`config.mk`:
```
export PLATFORM = sky130hd
export DESIGN_NAME = program_loader
export DESIGN_NICKNAME = d
export VERILOG_FILES = /design/src/rtl/program_loader.sv
export SDC_FILE = /design/constraint.sdc
export NUM_CORES = 1
export LEC_CHECK = 0
export BUFFER_PORTS_ARGS = -buffer_cell sky130_fd_sc_hd__buf_2
export CORE_ASPECT_RATIO = 1.2
export CORE_MARGIN = 8
export CORE_UTILIZATION = 41
export DETAILED_ROUTE_END_ITERATION = 6
export SLEW_MARGIN = 20
export SYNTH_ARGS = -nofsm -noshare
export SYNTH_HDL_FRONTEND = slang
export SYNTH_SLANG_ARGS = --single-unit
```
`constraint.sdc`:
```
create_clock -name clk -period 2.5 [get_ports clk]
set_input_delay 0.5 -clock clk [delete_from_list [all_inputs] [get_ports clk]]
set_output_delay 0.5 -clock clk [all_outputs]
set_load 0.02 [all_outputs]
```
`src/rtl/program_loader.sv`:
```
// program_loader: byte-stream boot loader for the 8-bit core.
// Accepts frames of the form SYNC, ADDR, LEN, LEN data bytes, CSUM from a
// valid/ready host channel. Each data byte is written through to the 256x8
// program memory. A frame is good when (ADDR+LEN+sum(data)+CSUM) mod 256 == 0.
// The core is held stalled during a load and released with a start pulse
// when a frame is good.
//
// Ports:
//   clk, rst             system clock, synchronous active-high reset
//   in_valid/in_data     host byte channel; transfer when in_valid && in_ready
//   in_ready             loader can accept a byte (low only in FIN)
//   mem_we/addr/wdata    memory write port, one strobe per data byte
//   cpu_hold             core stall (1 = no fetch)
//   cpu_start            one-cycle pulse, core loads PC from entry_pc
//   entry_pc             start address of the last frame
//   done                 one-cycle pulse on a good frame
//   error                sticky checksum-failure flag, cleared by SYNC or rst
module program_loader #(
    parameter logic [7:0] SYNC_BYTE      = 8'hA5,
    parameter bit         RUN_AFTER_LOAD = 1'b1
) (
    input  logic       clk,
    input  logic       rst,
    input  logic       in_valid,
    input  logic [7:0] in_data,
    output logic       in_ready,
    output logic       mem_we,
    output logic [7:0] mem_addr,
    output logic [7:0] mem_wdata,
    output logic       cpu_hold,
    output logic       cpu_start,
    output logic [7:0] entry_pc,
    output logic       done,
    output logic       error
);

    typedef enum logic [2:0] {
        S_HUNT,
        S_ADDR,
        S_LEN,
        S_DATA,
        S_CSUM,
        S_FIN
    } state_t;

    state_t     state_q,     state_d;
    logic [7:0] wr_ptr_q,    wr_ptr_d;
    logic [8:0] count_q,     count_d;
    logic [7:0] sum_q,       sum_d;
    logic       in_ready_q,  in_ready_d;
    logic       mem_we_q,    mem_we_d;
    logic [7:0] mem_addr_q,  mem_addr_d;
    logic [7:0] mem_wdata_q, mem_wdata_d;
    logic       cpu_hold_q,  cpu_hold_d;
    logic       cpu_start_q, cpu_start_d;
    logic [7:0] entry_pc_q,  entry_pc_d;
    logic       done_q,      done_d;
    logic       error_q,     error_d;

    logic       accept_c;

    assign accept_c = in_valid && in_ready_q;

    // Next-state and registered-output computation
    always_comb begin
        state_d     = state_q;
        wr_ptr_d    = wr_ptr_q;
        count_d     = count_q;
        sum_d       = sum_q;
        in_ready_d  = 1'b1;
        mem_we_d    = 1'b0;
        mem_addr_d  = mem_addr_q;
        mem_wdata_d = mem_wdata_q;
        cpu_hold_d  = cpu_hold_q;
        cpu_start_d = 1'b0;
        entry_pc_d  = entry_pc_q;
        done_d      = 1'b0;
        error_d     = error_q;

        case (state_q)
            S_HUNT: begin
                if (accept_c && (in_data == SYNC_BYTE)) begin
                    state_d    = S_ADDR;
                    cpu_hold_d = 1'b1;
                    error_d    = 1'b0;
                end
            end
            S_ADDR: begin
                if (accept_c) begin
                    wr_ptr_d   = in_data;
                    entry_pc_d = in_data;
                    sum_d      = in_data;
                    state_d    = S_LEN;
                end
            end
            S_LEN: begin
                if (accept_c) begin
                    // LEN of zero encodes a full 256-byte image
                    count_d = (in_data == 8'd0) ? 9'd256 : {1'b0, in_data};
                    sum_d   = sum_q + in_data;
                    state_d = S_DATA;
                end
            end
            S_DATA: begin
                if (accept_c) begin
                    mem_we_d    = 1'b1;
                    mem_addr_d  = wr_ptr_q;
                    mem_wdata_d = in_data;
                    wr_ptr_d    = wr_ptr_q + 8'd1;
                    sum_d       = sum_q + in_data;
                    count_d     = count_q - 9'd1;
                    if (count_q == 9'd1) begin
                        state_d = S_CSUM;
                    end
                end
            end
            S_CSUM: begin
                if (accept_c) begin
                    sum_d      = sum_q + in_data;
                    state_d    = S_FIN;
                    in_ready_d = 1'b0;
                    // Flags are set now so they are visible during the FIN cycle
                    if (sum_d == 8'd0) begin
                        done_d = 1'b1;
                        if (RUN_AFTER_LOAD) begin
                            cpu_start_d = 1'b1;
                            cpu_hold_d  = 1'b0;
                        end
                    end else begin
                        error_d = 1'b1;
                    end
                end
            end
            S_FIN: begin
                state_d = S_HUNT;
            end
            default: begin
                state_d = S_HUNT;
            end
        endcase
    end

    // State and output registers
    always_ff @(posedge clk) begin
        if (rst) begin
            state_q     <= S_HUNT;
            wr_ptr_q    <= 8'd0;
            count_q     <= 9'd0;
            sum_q       <= 8'd0;
            in_ready_q  <= 1'b1;
            mem_we_q    <= 1'b0;
            mem_addr_q  <= 8'd0;
            mem_wdata_q <= 8'd0;
            cpu_hold_q  <= 1'b1;
            cpu_start_q <= 1'b0;
            entry_pc_q  <= 8'd0;
            done_q      <= 1'b0;
            error_q     <= 1'b0;
        end else begin
            state_q     <= state_d;
            wr_ptr_q    <= wr_ptr_d;
            count_q     <= count_d;
            sum_q       <= sum_d;
            in_ready_q  <= in_ready_d;
            mem_we_q    <= mem_we_d;
            mem_addr_q  <= mem_addr_d;
            mem_wdata_q <= mem_wdata_d;
            cpu_hold_q  <= cpu_hold_d;
            cpu_start_q <= cpu_start_d;
            entry_pc_q  <= entry_pc_d;
            done_q      <= done_d;
            error_q     <= error_d;
        end
    end

    assign in_ready  = in_ready_q;
    assign mem_we    = mem_we_q;
    assign mem_addr  = mem_addr_q;
    assign mem_wdata = mem_wdata_q;
    assign cpu_hold  = cpu_hold_q;
    assign cpu_start = cpu_start_q;
    assign entry_pc  = entry_pc_q;
    assign done      = done_q;
    assign error     = error_q;

endmodule
```
# Word-level counts from Yosys, hierarchy flattened
# Index checks and enable logic that the tools add are counted.
dict set report word_totals {
  ff_bits 57
  inputBits 11
  out_inout_bits 30
  elab_cells 81
}
dict set report classes {
  addsub 3
  eq_ne 15
  n_mux 27
  n_bitwise 3
  n_reduce_logical 21
}
# cell n
set ops {}
lappend ops {{one-hot mux 8 bit (2 select lines)} 2}
lappend ops {{2-to-1 mux 9 bit} 3}
lappend ops {{2-to-1 mux 8 bit} 3}
lappend ops {{2-to-1 mux 3 bit} 6}
lappend ops {{one-hot mux 9 bit (2 select lines)} 1}
lappend ops {{zero test 8 bit} 2}
lappend ops {{inequality test 2 bit, second input constant} 8}
lappend ops {{one-hot mux 3 bit (5 select lines)} 1}
lappend ops {{equality test 9 x 1 -> 1 bit, second input constant} 1}
lappend ops {{2-to-1 mux 1 bit} 9}
lappend ops {{AND reduction 3 bit} 3}
lappend ops {{subtractor 9 x 1 -> 9 bit, second input constant} 1}
lappend ops {{adder 8 x 1 -> 8 bit, second input constant} 1}
lappend ops {{adder 8 bit} 1}
lappend ops {{equality test 8 bit, second input constant} 1}
lappend ops {{AND reduction 4 bit} 2}
lappend ops {{nonzero test 2 bit} 4}
lappend ops {{equality test 3 x 2 -> 1 bit, second input constant} 2}
lappend ops {{AND reduction 6 bit} 1}
lappend ops {{OR reduction 3 bit} 2}
lappend ops {{one-hot mux 1 bit (2 select lines)} 2}
lappend ops {{AND reduction 2 bit} 2}
lappend ops {{OR reduction 2 bit} 2}
lappend ops {{equality test 3 x 1 -> 1 bit, second input constant} 1}
lappend ops {{5 further kinds} 8}

# Depth between registers and ports, before layout
dict set report depth {
  depth_word 5
  ltp_mapped 7
}

# Worst setup path after synthesis
# OpenSTA, ideal clock, no wires.
dict set report synth_timing {
  kind {input to register}
  startpoint {in in_data[0]}
  endpoint {reg sum_q[6]}
  setup_time_ns 0.091
  t_arrival_ns 2.169
  setup_slack_ns 0.240
  path_stages 7
  n_path_buf 0
  cell_sequence {ha_1 -> fa_1 -> a211o_1 -> a2111o_1 -> o311ai_1 -> nand2_1 -> a311oi_1}
}
dict set report synth_between {
  elab_chain_cells 3
}
# element line_no
set synth_lines {}
lappend synth_lines {{start, declared} 25} ;# input logic [7:0] in_data,
lappend synth_lines {{adder 8 bit} {100, 110, 119}}
lappend synth_lines {{2-to-1 mux 8 bit} {97, 105, 118}}
lappend synth_lines {{one-hot mux 8 bit (2 select lines)} 80} ;# case (state_q)
lappend synth_lines {{end signal, assigned} 163} ;# sum_q <= sum_d;
lappend synth_lines {{end, declared} 49} ;# logic [7:0] sum_q, sum_d;
# No other way between the ends. The select of a mux whose other input is x is not followed.
# A chain may end at the register's enable or synchronous reset.

# Worst setup path after layout
dict set report layout_timing {
  startpoint {reg sum_q[0]}
  endpoint {reg sum_q[6]}
}
dict set report layout_between {
  elab_chain_cells 3
}
# element line_no
set layout_lines {}
lappend layout_lines {{adder 8 bit} {100, 110, 119}}
lappend layout_lines {{2-to-1 mux 8 bit} {97, 105, 118}}
lappend layout_lines {{one-hot mux 8 bit (2 select lines)} 80}
# No other way between the ends. The select of a mux whose other input is x is not followed.

==> out/metrics.cfg <==
[outcome]
status = complete, no violations

[sta]
rsz0062_at_grt = no
fin_worst_skew_ps = 10.5
fmax_ghz = 0.445
setup_violations = 0
relSlewSlack_pct = 51.2
period_share_pct = 89.9
tightest_slew_ps = 726
hold_violations = 0
period_needed_ps = 2250
setup_ws_ps = 253
report.final.slew_viol_count = 0
tns_ps = 0

[critical_path]
cp-end-kind = flop
cp.depth = 7
crit_chain = ha_1 -> fa_1 -> a211o_1 -> a2111o_1 -> o311ai_1 -> nand2_1 -> a311oi_1
cp_max_fo = 4
r2r_cells = 7
critPathBufInv = 0
cp-start-kind = flop
r2r-end = sum_q[6]$_SDFFE_PP0P_
critPathRequiredTime_ps = 2740
crit_type = flop to flop
rr_startpoint = sum_q[0]$_SDFFE_PP0P_
critPathMaxStageDelay_ps = 410
rrSetupSlack_ps = 250
critPathTopFamily = compound AO/OA/AOI/OAI gates
cp.arrival_ps = 2490
cp_slowest_cell = fa_1

[power]
p_leak_uw = 0.00139
power_switching_uw = 503
power_density_nw_per_um2 = 575
p_sw_share_pct = 24.9
p_comb_share_pct = 5.5
ir_worst_vdd_mv = 0.371
seqPwrFrac_pct = 45.0
p_int_uw = 1520
clkPwrFrac_pct = 49.5

[logic_synthesis]
async_flop_share_pct = 0
synthesis.yosys.warnings = 0
synth_area_per_cell_um2 = 7.71
ys_seq_elements = 57
synth_cells = 380
netlist_area_um2 = 2930
synth_flop_cell = dfxtp_1
synth_edf_count = 0
yosysUniqueCellTypes = 55
synth_seq_area_share_pct = 39.0
syn-num-nets = 402

[floorplanning]
initial_core_util_pct = 42.5
die-area_um2 = 10100
die_y_um = 109
rows = 33
die_w_um = 93.2
coreArea_um2 = 6900
ioPinCount = 41

[global_route]
grt_pass1_wl_um = 13800
grt_usage_pct = 17.1
grt_max_degree = 31
grt_antenna_before_repair = 0
overflow = 0
grt_pass1_vias = 2857

[final_layout]
num_antenna_cells = 0
synthToLayoutAreaGrowth_pct = 19.9
final_layout_size_suffix_gt1_share_pct = 18.9
fin_nets = 451
final_cell_area_um2 = 3510
instances_no_fill = 521
final_common_cell = nand2_1
fill_cells = 699
multi_input_area_um2 = 1680
layout_common_cells = 70 x nand2_1, 57 x dfxtp_1, 49 x a21oi_1, 40 x buf_2, 38 x nor2_1
regArea_um2 = 1140

[min_path]
min_to = cpu_hold$_SDFFE_PP1P_
hold_start = cpu_hold$_SDFFE_PP1P_
hold_depth = 2
hold_class = flop to flop

[cts]
cts.repair.resized = 0
cts_sinks = 57
cts_setup_buffers = 0
cts_buffers = 9
path_clk_slew_ps = 70
htree_levels = 3
holdBufCountCts = 0
cts_root_buf = clkbuf_8
clk_path_buf_depth = 2
cts_tree = yes
clock_latency_ps = 340

[detailed_routing]
avgViaCountPerCell = 5.61
ant_nets = 0
drtIter0Drc = 126
vias = 2922
drtPass1Iterations = 4
drc = 0
wl_um = 8500
wl_per_cell_um = 16.3

[place]
placed_cells = 505
hpwl_um = 5950
place_area_um2 = 3290
portBuffers = 40
gp_congestion = 0.913
pre_cts_slack_ps = -49.5

[job]
cap_violations = 0

routing by layer:
layer | GRT usage, % | vias up | wire length (µm)
li1 | - | 1468 | -
met1 | 20.5 | 1360 | 3740
met5 | 0 | - | 0
met2 | 27.4 | 68 | 4090
met4 | 11.6 | 0 | 332
met3 | 3.12 | 26 | 331
tightest hold or removal path: stages, from the launching register on:
cell	delay, ps
dfxtp_1	310
inv_1	40
a32oi_1	50
flip-flops by register name, indices dropped and copies added, names as in the netlist:
signal and cells:
mem_we 1, state_q 3, mem_wdata 8, mem_addr 8, wr_ptr_q 8, error 1, sum_q 8, entry_pc 8
cpu_hold 1, count_q 9, done 1, in_ready 1
worst max path at each step:
| stage | start | endpoint | slack [ps] |
|---|---|---|---|
| 4_1_cts | sum_q[0]$_SDFFE_PP0P_ | sum_q[6]$_SDFFE_PP0P_ | 270 |
| 3_5_place_dp | in_data[0] | sum_q[6]$_SDFFE_PP0P_ | -50 |
| 6_report | sum_q[0]$_SDFFE_PP0P_ | sum_q[6]$_SDFFE_PP0P_ | 250 |
| 3_3_place_gp | in_data[0] | sum_q[6]$_SDFFE_PP0P_ | 6 |
| 5_1_grt | sum_q[0]$_SDFFE_PP0P_ | sum_q[6]$_SDFFE_PP0P_ | 140 |
| 2_1_floorplan | in_data[0] | sum_q[6]$_SDFFE_PP0P_ | 240 |
cell usage after synthesis, types with 6 or more instances:
master / instances / area, µm²
nand2_1: 70 / 263
dfxtp_1: 57 / 1140
a21oi_1: 49 / 245
nor2_1: 38 / 143
clkbuf_1: 15 / 56.3
o21ai_1: 14 / 70.1
ha_1: 10 / 125
nor3_1: 10 / 50.1
o21ai_0: 10 / 50.1
a311oi_1: 9 / 78.8
a31oi_1: 6 / 37.5
inv_1: 6 / 22.5
per-stage QoR:
step / power [µW] / hold WS [ps] / utilization, %
6_report: 2020 / 452 / 51.0
5_1_grt: 2080 / 471 / 51.0
3_5_place_dp: 1040 / 446 / 47.7
2_1_floorplan: 987 / 445 / -
3_3_place_gp: 1040 / 439 / 47.7
4_1_cts: 2030 / 457 / 51.0
layout make-up:
class / count / share of cell area (%)
multi-input combinational: 296 / 47.8
clock buffer: 9 / 3.53
tap: 87 / 3.10
sequential: 57 / 32.5
inverter: 8 / 0.855
timing repair buffer: 57 / 9.33
clock inverter: 7 / 2.92
power by group through the flow:
| stage | logic, µW | registers (µW) | clock network, µW |
|---|---|---|---|
| finish | 111 | 908 | 1000 |
| global route | 122 | 908 | 1050 |
| CTS | 111 | 908 | 1010 |
| detailed placement | 110 | 930 | 0 |
| global placement | 110 | 930 | 0 |
| floorplan | 57.4 | 930 | 0 |
kinds of logic after synthesis:
kind of cell,count (synthesis),share of synthesized area [%]
simple gates,162,25.8
compound gates,119,25.2
mux,2,0.726
flops,57,39.0
fa+ha+maj,11,4.96
buf+inv,27,3.72
xor+xnor,2,0.598
No activity file was read; power rests on OpenSTA's default activity.
